$ cat src/rtl/tracker_pkg.sv
// Shared types and helpers for the tracker query engine: query status codes,
// FSM states, the result record and window arithmetic.
package tracker_pkg;

  localparam int REC_TAG_WIDTH = 4;

  typedef enum logic [1:0] {
    ST_OK      = 2'd0,
    ST_PARTIAL = 2'd1,
    ST_TIMEOUT = 2'd2,
    ST_BADWIN  = 2'd3
  } query_status_e;

  typedef enum logic [2:0] {
    S_IDLE   = 3'd0,
    S_ISSUE  = 3'd1,
    S_WAIT   = 3'd2,
    S_SAMPLE = 3'd3,
    S_EMIT   = 3'd4
  } query_state_e;

  typedef struct packed {
    logic signed [31:0]       start_pt;
    logic signed [31:0]       end_pt;
    logic [REC_TAG_WIDTH-1:0] tag;
    query_status_e            status;
  } query_rec_t;

  // A window is usable when it fits inside the tracker history (1..depth).
  function automatic logic window_legal(input logic signed [31:0] win, input int depth);
    return (win >= 32'sd1) && (win <= depth);
  endfunction

  function automatic logic signed [31:0] grow_window(input logic signed [31:0] win, input int depth);
    logic signed [31:0] grown;
    if (win >= depth) begin
      grown = depth;
    end else begin
      grown = win + 32'sd1;
    end
    return grown;
  endfunction

endpackage

$ cat src/rtl/tracker_req_fifo.sv
// Request FIFO holding {window, tag}; wrap-bit pointers with registered
// full/empty flags so req_ready never depends on a same-cycle pop.
module tracker_req_fifo #(
  parameter int DEPTH = 4,
  parameter int WIDTH = 36
) (
  input  logic             clk,
  input  logic             rst,
  input  logic             push,
  input  logic [WIDTH-1:0] push_data,
  input  logic             pop,
  output logic [WIDTH-1:0] pop_data,
  output logic             full,
  output logic             empty
);

  localparam int AW = $clog2(DEPTH);

  logic [AW:0]      wr_ptr_r, rd_ptr_r, wr_ptr_s, rd_ptr_s;
  logic             full_r, empty_r;
  logic             push_ok_s, pop_ok_s;
  logic [WIDTH-1:0] mem_r [DEPTH];

  assign push_ok_s = push && !full_r;
  assign pop_ok_s  = pop && !empty_r;
  assign pop_data  = mem_r[rd_ptr_r[AW-1:0]];
  assign full      = full_r;
  assign empty     = empty_r;

  // Next pointer values.
  always_comb begin
    wr_ptr_s = wr_ptr_r;
    rd_ptr_s = rd_ptr_r;
    if (push_ok_s) begin
      wr_ptr_s = wr_ptr_r + {{AW{1'b0}}, 1'b1};
    end else begin
      wr_ptr_s = wr_ptr_r;
    end
    if (pop_ok_s) begin
      rd_ptr_s = rd_ptr_r + {{AW{1'b0}}, 1'b1};
    end else begin
      rd_ptr_s = rd_ptr_r;
    end
  end

  // Pointers and flags; full when indices match but wrap bits differ.
  always_ff @(posedge clk or negedge rst) begin
    if (!rst) begin
      wr_ptr_r <= {(AW+1){1'b0}};
      rd_ptr_r <= {(AW+1){1'b0}};
      full_r   <= 1'b0;
      empty_r  <= 1'b1;
    end else begin
      wr_ptr_r <= wr_ptr_s;
      rd_ptr_r <= rd_ptr_s;
      full_r   <= (wr_ptr_s[AW] != rd_ptr_s[AW]) && (wr_ptr_s[AW-1:0] == rd_ptr_s[AW-1:0]);
      empty_r  <= (wr_ptr_s == rd_ptr_s);
    end
  end

  // Storage array.
  always_ff @(posedge clk) begin
    if (push_ok_s) begin
      mem_r[wr_ptr_r[AW-1:0]] <= push_data;
    end
  end

endmodule

$ cat src/rtl/tracker_query_engine.sv
// Sequences queued lookback queries into signal_tracker's timing-check port,
// retries unresolved intervals and returns one tagged record per query.
module tracker_query_engine
  import tracker_pkg::*;
#(
  parameter int BUFFER_WIDTH = 8,
  parameter int REQ_DEPTH    = 4,
  parameter int MAX_RETRIES  = 6,
  parameter int TAG_WIDTH    = REC_TAG_WIDTH
) (
  input  logic                  clk,
  input  logic                  rst,
  input  logic [31:0]           counter,
  input  logic                  req_valid,
  output logic                  req_ready,
  input  logic [31:0]           req_window,
  input  logic [TAG_WIDTH-1:0]  req_tag,
  output logic                  recalculate_time,
  output logic [31:0]           value_in,
  input  logic [1:0][31:0]      time_out_i,
  output logic                  res_valid,
  input  logic                  res_ready,
  output logic signed [31:0]    res_start,
  output logic signed [31:0]    res_end,
  output logic [TAG_WIDTH-1:0]  res_tag,
  output logic [1:0]            res_status
);

  localparam int RW = $clog2(MAX_RETRIES + 1);
  localparam int FW = 32 + TAG_WIDTH;
  localparam logic [RW-1:0] RETRY_LIMIT = RW'(MAX_RETRIES);

  query_state_e          state_r, state_s;
  logic signed [31:0]    win_r, win_s;
  logic [TAG_WIDTH-1:0]  tag_r, tag_s;
  logic [RW-1:0]         retries_r, retries_s;
  logic                  badwin_r, badwin_s;
  logic signed [31:0]    cap_start_r, cap_start_s, cap_end_r, cap_end_s;
  query_rec_t            rec_r, rec_s;
  logic                  res_valid_r, res_valid_s;
  logic                  recalc_r, recalc_s;
  logic [31:0]           value_in_r, value_in_s;

  logic                  fifo_full_s, fifo_empty_s, fifo_pop_s;
  logic [FW-1:0]         fifo_head_s;
  logic signed [31:0]    head_win_s;
  logic [TAG_WIDTH-1:0]  head_tag_s;
  logic                  counter_unused_s;

  // The counter only feeds the tracker; nothing here does arithmetic on it.
  assign counter_unused_s = ^counter;

  tracker_req_fifo #(.DEPTH(REQ_DEPTH), .WIDTH(FW)) u_fifo (
    .clk       (clk),
    .rst       (rst),
    .push      (req_valid),
    .push_data ({req_window, req_tag}),
    .pop       (fifo_pop_s),
    .pop_data  (fifo_head_s),
    .full      (fifo_full_s),
    .empty     (fifo_empty_s)
  );

  assign head_win_s       = $signed(fifo_head_s[FW-1:TAG_WIDTH]);
  assign head_tag_s       = fifo_head_s[TAG_WIDTH-1:0];
  assign req_ready        = !fifo_full_s;
  assign recalculate_time = recalc_r;
  assign value_in         = value_in_r;
  assign res_valid        = res_valid_r;
  assign res_start        = rec_r.start_pt;
  assign res_end          = rec_r.end_pt;
  assign res_tag          = rec_r.tag;
  assign res_status       = rec_r.status;

  // Next state plus next values of working and output registers.
  always_comb begin
    state_s     = state_r;
    win_s       = win_r;
    tag_s       = tag_r;
    retries_s   = retries_r;
    badwin_s    = badwin_r;
    cap_start_s = cap_start_r;
    cap_end_s   = cap_end_r;
    rec_s       = rec_r;
    res_valid_s = res_valid_r;
    recalc_s    = 1'b0;
    value_in_s  = value_in_r;
    fifo_pop_s  = 1'b0;
    case (state_r)
      S_IDLE: begin
        if (!fifo_empty_s) begin
          fifo_pop_s = 1'b1;
          win_s      = head_win_s;
          tag_s      = head_tag_s;
          retries_s  = {RW{1'b0}};
          badwin_s   = !window_legal(head_win_s, BUFFER_WIDTH);
          // Out-of-range windows skip the tracker and resolve in SAMPLE.
          if (badwin_s) begin
            state_s = S_SAMPLE;
          end else begin
            state_s    = S_ISSUE;
            recalc_s   = 1'b1;
            value_in_s = head_win_s;
          end
        end else begin
          state_s = S_IDLE;
        end
      end
      S_ISSUE: state_s = S_WAIT;
      S_WAIT: begin
        cap_start_s = $signed(time_out_i[0]);
        cap_end_s   = $signed(time_out_i[1]);
        state_s     = S_SAMPLE;
      end
      S_SAMPLE: begin
        rec_s.start_pt = cap_start_r;
        rec_s.end_pt   = cap_end_r;
        rec_s.tag      = tag_r;
        rec_s.status   = ST_OK;
        res_valid_s    = 1'b1;
        state_s        = S_EMIT;
        if (badwin_r) begin
          rec_s.start_pt = -32'sd1;
          rec_s.end_pt   = -32'sd1;
          rec_s.status   = ST_BADWIN;
        end else if (!cap_start_r[31] && !cap_end_r[31]) begin
          rec_s.status = ST_OK;
        end else if (retries_r < RETRY_LIMIT) begin
          rec_s       = rec_r;
          res_valid_s = 1'b0;
          retries_s   = retries_r + RW'(1'b1);
          // A found start with a missing end means the window is too short.
          if (!cap_start_r[31]) begin
            win_s = grow_window(win_r, BUFFER_WIDTH);
          end else begin
            win_s = win_r;
          end
          state_s    = S_ISSUE;
          recalc_s   = 1'b1;
          value_in_s = win_s;
        end else if (!cap_start_r[31]) begin
          rec_s.status = ST_PARTIAL;
        end else begin
          rec_s.start_pt = -32'sd1;
          rec_s.end_pt   = -32'sd1;
          rec_s.status   = ST_TIMEOUT;
        end
      end
      S_EMIT: begin
        if (res_ready) begin
          res_valid_s = 1'b0;
          state_s     = S_IDLE;
        end else begin
          state_s = S_EMIT;
        end
      end
      default: state_s = S_IDLE;
    endcase
  end

  // FSM state register.
  always_ff @(posedge clk or negedge rst) begin
    if (!rst) begin
      state_r <= S_IDLE;
    end else begin
      state_r <= state_s;
    end
  end

  // Working registers and registered outputs.
  always_ff @(posedge clk or negedge rst) begin
    if (!rst) begin
      win_r          <= 32'sd0;
      tag_r          <= {TAG_WIDTH{1'b0}};
      retries_r      <= {RW{1'b0}};
      badwin_r       <= 1'b0;
      cap_start_r    <= -32'sd1;
      cap_end_r      <= -32'sd1;
      rec_r.start_pt <= -32'sd1;
      rec_r.end_pt   <= -32'sd1;
      rec_r.tag      <= {TAG_WIDTH{1'b0}};
      rec_r.status   <= ST_OK;
      res_valid_r    <= 1'b0;
      recalc_r       <= 1'b0;
      value_in_r     <= 32'd0;
    end else begin
      win_r       <= win_s;
      tag_r       <= tag_s;
      retries_r   <= retries_s;
      badwin_r    <= badwin_s;
      cap_start_r <= cap_start_s;
      cap_end_r   <= cap_end_s;
      rec_r       <= rec_s;
      res_valid_r <= res_valid_s;
      recalc_r    <= recalc_s;
      value_in_r  <= value_in_s;
    end
  end

endmodule

$ cat config.mk
export PLATFORM = sky130hd
export DESIGN_NAME = tracker_query_engine
export DESIGN_NICKNAME = d
export VERILOG_FILES = /design/src/rtl/tracker_pkg.sv /design/src/rtl/tracker_req_fifo.sv /design/src/rtl/tracker_query_engine.sv
export SDC_FILE = /design/constraint.sdc
export NUM_CORES = 1
export LEC_CHECK = 0
export ABC_CLOCK_PERIOD_IN_PS = 8200
export CAP_MARGIN = 0
export CORE_UTILIZATION = 65
export DETAILED_ROUTE_END_ITERATION = 16
export DONT_BUFFER_PORTS = 1
export GPL_TIMING_DRIVEN = 0
export PLACE_DENSITY = 0.82
export SLEW_MARGIN = 20
export SYNTH_ARGS = -nofsm -noshare
export SYNTH_HDL_FRONTEND = slang
export SYNTH_HIERARCHICAL = 1
export SYNTH_SLANG_ARGS = --single-unit
$ cat constraint.sdc
create_clock -name clk -period 8.2 [get_ports clk]
set_clock_uncertainty 0.15 [all_clocks]
set_input_delay 1.64 -clock clk [delete_from_list [all_inputs] [get_ports clk]]
set_output_delay 1.64 -clock clk [all_outputs]
set_load 0.01 [all_outputs]
## Word level (Yosys, flattened, before mapping)

Memories as Yosys holds them, arrays and structs flattened.
Index checks and enable logic that the tools add are counted.

- Bits in registers: 219
- Latch bits: 0
- RAM bits: 144
- ROM bits: 0
- Input bits: 136
- Output and inout port bits: 105
- Logic and storage cells: 109
- Memories kept: 1

Memory list:

| memory | depth | bits a word | read ports | clocked after Yosys merged registers in | wr ports | line | RTL |
|---|---|---|---|---|---|---|---|
| u_fifo.mem_r | 4 | 36 | 1 | 0 | 1 | tracker_req_fifo.sv:22 | `logic [WIDTH-1:0] mem_r [DEPTH];` |

- $add $sub $neg: 4
- Multiply operators: 0
- Div/mod/pow operators: 0
- $lt $le $gt $ge: 4
- Equal/unequal tests: 14
- Shift operators: 0
- Muxes and demuxes: 49
- Bitwise gates (word level): 1
- Reductions and logical operators: 18

Operators by type and width:

| kind | number |
|---|---|
| 32-bit two-way mux | 8 |
| 64-bit two-way mux | 3 |
| 32-bit case mux with 2 select lines | 2 |
| 68-bit two-way mux | 1 |
| 3-bit two-way mux | 11 |
| 32-bit by 2-bit adder with 32-bit output (second input constant) | 1 |
| 32-bit by 2-bit >= comparator with 1-bit output (second input constant) | 1 |
| 32-bit by 5-bit >= comparator with 1-bit output (second input constant) | 1 |
| 32-bit by 5-bit less-or-equal comparator with 1-bit output (second input constant) | 1 |
| 3-bit case mux with 5 select lines | 1 |
| 1-bit two-way mux | 13 |
| 2-bit inequality test (second input constant) | 6 |
| 2-bit two-way mux | 5 |
| 3-bit by 1-bit adder with 3-bit output (second input constant) | 3 |
| 4-bit two-way mux | 2 |
| 3-bit by 2-bit equality test with 1-bit output (second input constant) | 2 |
| 3-bit case mux with 2 select lines | 1 |
| 2-bit AND reduction | 3 |
| 6-bit AND reduction | 1 |
| 1-bit logical AND | 5 |
| 1-bit logical NOT | 5 |
| 5-bit AND reduction | 1 |
| 1-bit case mux with 2 select lines | 2 |
| 2-bit nonzero test | 2 |
| other kinds (9) | 9 |

## Depth between registers and ports, before layout

- Word-level depth: 7
- Gate-level depth with buffers: 11
- Gate-level depth less buffers: 7

## Modules after synthesis

Netlist, hierarchy kept.

By module, submodules not included:

| module | times used | cells each | area an instance (µm²) | sequential area each (µm²) |
|---|---|---|---|---|
| tracker_query_engine | 1 | 973 | 9989.6 | 5440.2 |
| tracker_req_fifo | 1 | 224 | 5660.4 | 4525.6 |

## Worst setup path after synthesis

No wires, ideal clock.

- Kind: input port to flip-flop
- Start: in req_valid
- End: mem u_fifo.mem_r[0][0], enable pin
- Setup time: 0.397 ns
- Arrival time: 2.721 ns
- Data required time: 7.653 ns
- Setup slack: 4.933 ns
- Stages on the path: 2
- Path buffers: 0
- Cells stage by stage: nor2b_4 and2_1

- Cells in the longest elaborated chain, start to end: 3

Ends and longest elaborated chain:

| item | line | RTL |
|---|---|---|
| start, declared | tracker_query_engine.sv:14 | `input logic req_valid,` |
| 1-bit logical AND | tracker_req_fifo.sv:24 | `assign push_ok_s = push && !full_r;` |
| 1-bit two-way mux | tracker_req_fifo.sv:63 | `if (push_ok_s) begin` |
| 1-bit two-way mux (not written as such) | tracker_req_fifo.sv:64 | `mem_r[wr_ptr_r[AW-1:0]] <= push_data;` |
| end, declared | tracker_req_fifo.sv:22 |  |

Every way passes these cells.

## Worst setup path in the final report

- Start: reg u_fifo.rd_ptr_r[0]
- End: reg value_in_r[31], in the netlist value_in[31]

- Cells in the longest elaborated chain, start to end: 5
- Elaborated cells on any way between the ends: 9
- Those cells by class: 2 x order compare; 1 x eq/ne; 3 x mux; 2 x reduce/logical; 1 x memory

Ends and longest elaborated chain:

| item | line | RTL |
|---|---|---|
| start, declared | tracker_req_fifo.sv:19 | `logic [AW:0] wr_ptr_r, rd_ptr_r, wr_ptr_s, rd_ptr_s;` |
| start signal, assigned | tracker_req_fifo.sv:50 | `rd_ptr_r <= {(AW+1){1'b0}};` |
| start signal, assigned | tracker_req_fifo.sv:55 | `rd_ptr_r <= rd_ptr_s;` |
| memory read 4 x 36 bit * | -- |  |
| net fifo_head_s[20] | tracker_query_engine.sv:45 | `logic [FW-1:0] fifo_head_s;` |
| 32-bit by 2-bit >= comparator with 1-bit output or 32-bit by 5-bit less-or-equal comparator with 1-bit output (tied branches) | tracker_pkg.sv:31 | `return (win >= 32'sd1) && (win <= depth);` |
| 1-bit logical AND * | tracker_pkg.sv:31 |  |
| 2-bit inequality test (no line) * | -- |  |
| 6-bit AND reduction (no line) * | -- |  |
| end signal, assigned | tracker_query_engine.sv:196 | `value_in_r <= value_in_s;` |
| end, declared | tracker_query_engine.sv:42 | `logic [31:0] value_in_r, value_in_s;` |

Mark *: on every way through the listed nets, which the timed path passes. The rest lies on a longest branch. The select of a mux whose other input is x is not followed.
A chain may end at the register's enable or synchronous reset.

==> flow_metrics.env <==
export IMPL_grt_max_degree=220
export IMPL_die_w_um=157
export IMPL_critical_path_required_ps=8460
export IMPL_power_density_nw_per_um2=383
export IMPL_wire_per_inst_um=24.0
export IMPL_drt_first_pass_iters=5
export IMPL_whs_ps=357
export IMPL_leakagePower_uw=0.00633
export IMPL_vias=10270
export IMPL_grt_pass1_wl_mm=57.3
export IMPL_synth_top_area_cell="edfxtp_1"
export IMPL_drtIter0Drc=1148
export IMPL_layout_commonest_cell="nor2_1"
export IMPL_initial_core_util=0.665
export IMPL_cts_hold_buf=0
export IMPL_grt_pass1_vias=10112
export IMPL_slew_headroom=0.268
export IMPL_path_buf_inv=4
export IMPL_insertion_delay_ps=520
export IMPL_netlist_area_um2=15700
export IMPL_start_kind="flop"
export IMPL_critPathMaxStageDelay_ps=590
export IMPL_synth_cells=1197
export IMPL_fin_area_um2=17200
export IMPL_worst_pin_slew_ps=1090
export IMPL_syn2layout_area_growth_pct=10.2
export IMPL_synthFlopType="edfxtp_1"
export IMPL_setup_worst_path_class="flop to flop"
export IMPL_ys_types=68
export IMPL_min_path_type="flop to flop"
export IMPL_path_clk_slew_ps=60
export IMPL_yosys_warnings=6
export IMPL_hpwl_mm=24.9
export IMPL_path_common_cell="buf_6"
export IMPL_grt_remaining_overflow=0
export IMPL_rsz0062_at_grt="false"
export IMPL_fin_crit_ps=3720
export IMPL_ys_ff_latch=363
export IMPL_clockBufferDepth=3
export IMPL_ctsHtreeMaxLevel=2
export IMPL_crit_path_end_kind="flop"
export IMPL_grt_total_usage=0.311
export IMPL_cp_arrival_ps=3980
export IMPL_gp_congestion=0.933
export IMPL_setup_violations=0
export IMPL_hold_viol=0
export IMPL_dpl_instance_area_um2=16100
export IMPL_core_area_um2=23500
export IMPL_die_y_um=157
export IMPL_cp_max_fo=10
export IMPL_maxCapViolCount=0
export IMPL_cts_buffers=37
export IMPL_port_buffers=0
export IMPL_peakVddDrop_mv=0.265
export IMPL_setup_tns_ps=0
export IMPL_cts_tree="yes"
export IMPL_drc=0
export IMPL_fill_cells=1535
export IMPL_antenna_found_initial=0
export IMPL_clock_sinks=363
export IMPL_status="finished, final reports clean"
export IMPL_rows=56
export IMPL_fin_nets=1384
export IMPL_critPathTopFamily="simple AND/OR/NAND/NOR gates"
export IMPL_synth_avg_cell_area_um2=13.1
export IMPL_cts_resized=0
export IMPL_post_drt_via_cell_ratio=6.47
export IMPL_yosysSeqAreaShare=0.637
export IMPL_period_share=0.454
export IMPL_crit_slowest_cell="mux4_2"
export IMPL_preCtsSetupSlack_ps=4580
export IMPL_post_cts_buffers=0
export IMPL_layout_drive_gt1_share=0.276
export IMPL_io_pins=241
export IMPL_drt_total_wl_mm=38.2
export IMPL_path_cells="buf_6, buf_6, mux4_2, nor4_1, nand3_1, nor4b_2, nor2_1, inv_2, buf_2, mux2_2"
export IMPL_yosys_top_cells_area="edfxtp_1 (28%), dfstp_2 (22%), dfrtp_1 (14%), mux2_2 (5.5%), mux4_2 (5.2%)"
export IMPL_synth_edf_count=144
export IMPL_postRouteAntennaNets=0
export IMPL_cts_root_buf="clkbuf_16"
export IMPL_final_cell_mix="nor2_1 (149), edfxtp_1 (144), dfstp_2 (129)"
export IMPL_layout_setup_ws_ps=4480
export IMPL_clock_fmax_ghz=0.269
export IMPL_synth_fp_nets=1341
export IMPL_finalMaxSlewViolations=0
export IMPL_synth_top_area_frac=0.276
export IMPL_fp_dieArea_um2=24700
export IMPL_async_reset_ff_frac=0.603
[path summary, 6_finish.rpt]
kind                                    start           end  slack [ps]  cells after the start
max                        u_fifo/rd_ptr_r[0]  value_in[31]        4480                     10
min                                  tag_r[0]      tag_r[0]         360                      1
max reg2reg                u_fifo/rd_ptr_r[0]  value_in[31]        4480                     10
min reg2reg                          tag_r[0]      tag_r[0]         360                      1
max in group asynchronous                 rst    res_tag[1]        6650                      0
min in group asynchronous                 rst  value_in[26]         690                      0
[metrics by stage]
step / utilization / total power (µW) / std cells
6_report: 0.732 / 6600 / 1587
5_1_grt: 0.732 / 6900 / 1586
4_1_cts: 0.732 / 6600 / 1586
3_5_place_dp: 0.686 / 5010 / 1520
3_3_place_gp: 0.682 / 4900 / 1516
2_1_floorplan: - / 4370 / 1197
[cells in the mapped netlist, types with 23 or more instances]
cell type,instances
a21oi_1,109
and3_1,27
clkbuf_1,64
dfrtp_1,90
dfstp_2,129
edfxtp_1,144
mux2_2,76
mux4_2,36
nand2_1,23
nand3_1,35
nand4_1,34
nor2_1,149
nor3_1,30
nor4_1,23
o211ai_1,24
[sequential cells by signal, indices dropped and copies added, names as in the netlist]
register / count
u_fifo/rd_ptr_r: 3
u_fifo/wr_ptr_r: 3
tag_r: 4
res_valid: 1
recalculate_time: 1
badwin_r: 1
retries_r: 3
res_end: 32
u_fifo/empty: 1
win_r: 32
res_start: 32
value_in: 32
res_tag: 4
res_status: 2
state_r: 3
cap_start_r: 32
cap_end_r: 32
u_fifo/mem_r: 144
u_fifo/full: 1
[routing by layer]
metal / share of wire / track usage / routed length, µm / vias up
li1: - / - / - / 4504
met1: 0.39 / 0.413 / 14800 / 5158
met2: 0.49 / 0.500 / 18700 / 509
met3: 0.085 / 0.0713 / 3250 / 99
met4: 0.036 / 0.127 / 1370 / 0
met5: 0 / 0 / 0 / -
[cells by family (layout without fill, tap and decap cells)]
group | Yosys count | in the layout | share of synthesized area
simple gates | 380 | 380 | 0.126
flops | 363 | 363 | 0.637
compound gates | 186 | 186 | 0.0716
mux | 114 | 114 | 0.108
buf+inv | 114 | 184 | 0.0321
xor+xnor | 32 | 32 | 0.0189
fa+ha+maj | 8 | 8 | 0.00640
other cells | 0 | 1 | 0
[power by group]
group | internal (µW) | total [µW] | switching, µW
Sequential | 2530 | 2850 | 325
Clock | 858 | 1530 | 673
Combinational | 903 | 2220 | 1320
Total | 4290 | 6600 | 2320
[cell type report]
class	count	area, µm²	area share
Clock buffer	46	990	0.0574
Antenna cell	1	2.50	0.000145
Inverter	18	67.6	0.00392
Multi-Input combinational cell	720	5180	0.301
Buffer	96	435	0.0253
Sequential cell	363	9970	0.578
Clock inverter	20	104	0.00602
Timing Repair Buffer	4	95.1	0.00551
Tap cell	319	399	0.0231
No activity file was read; power rests on OpenSTA's default activity.
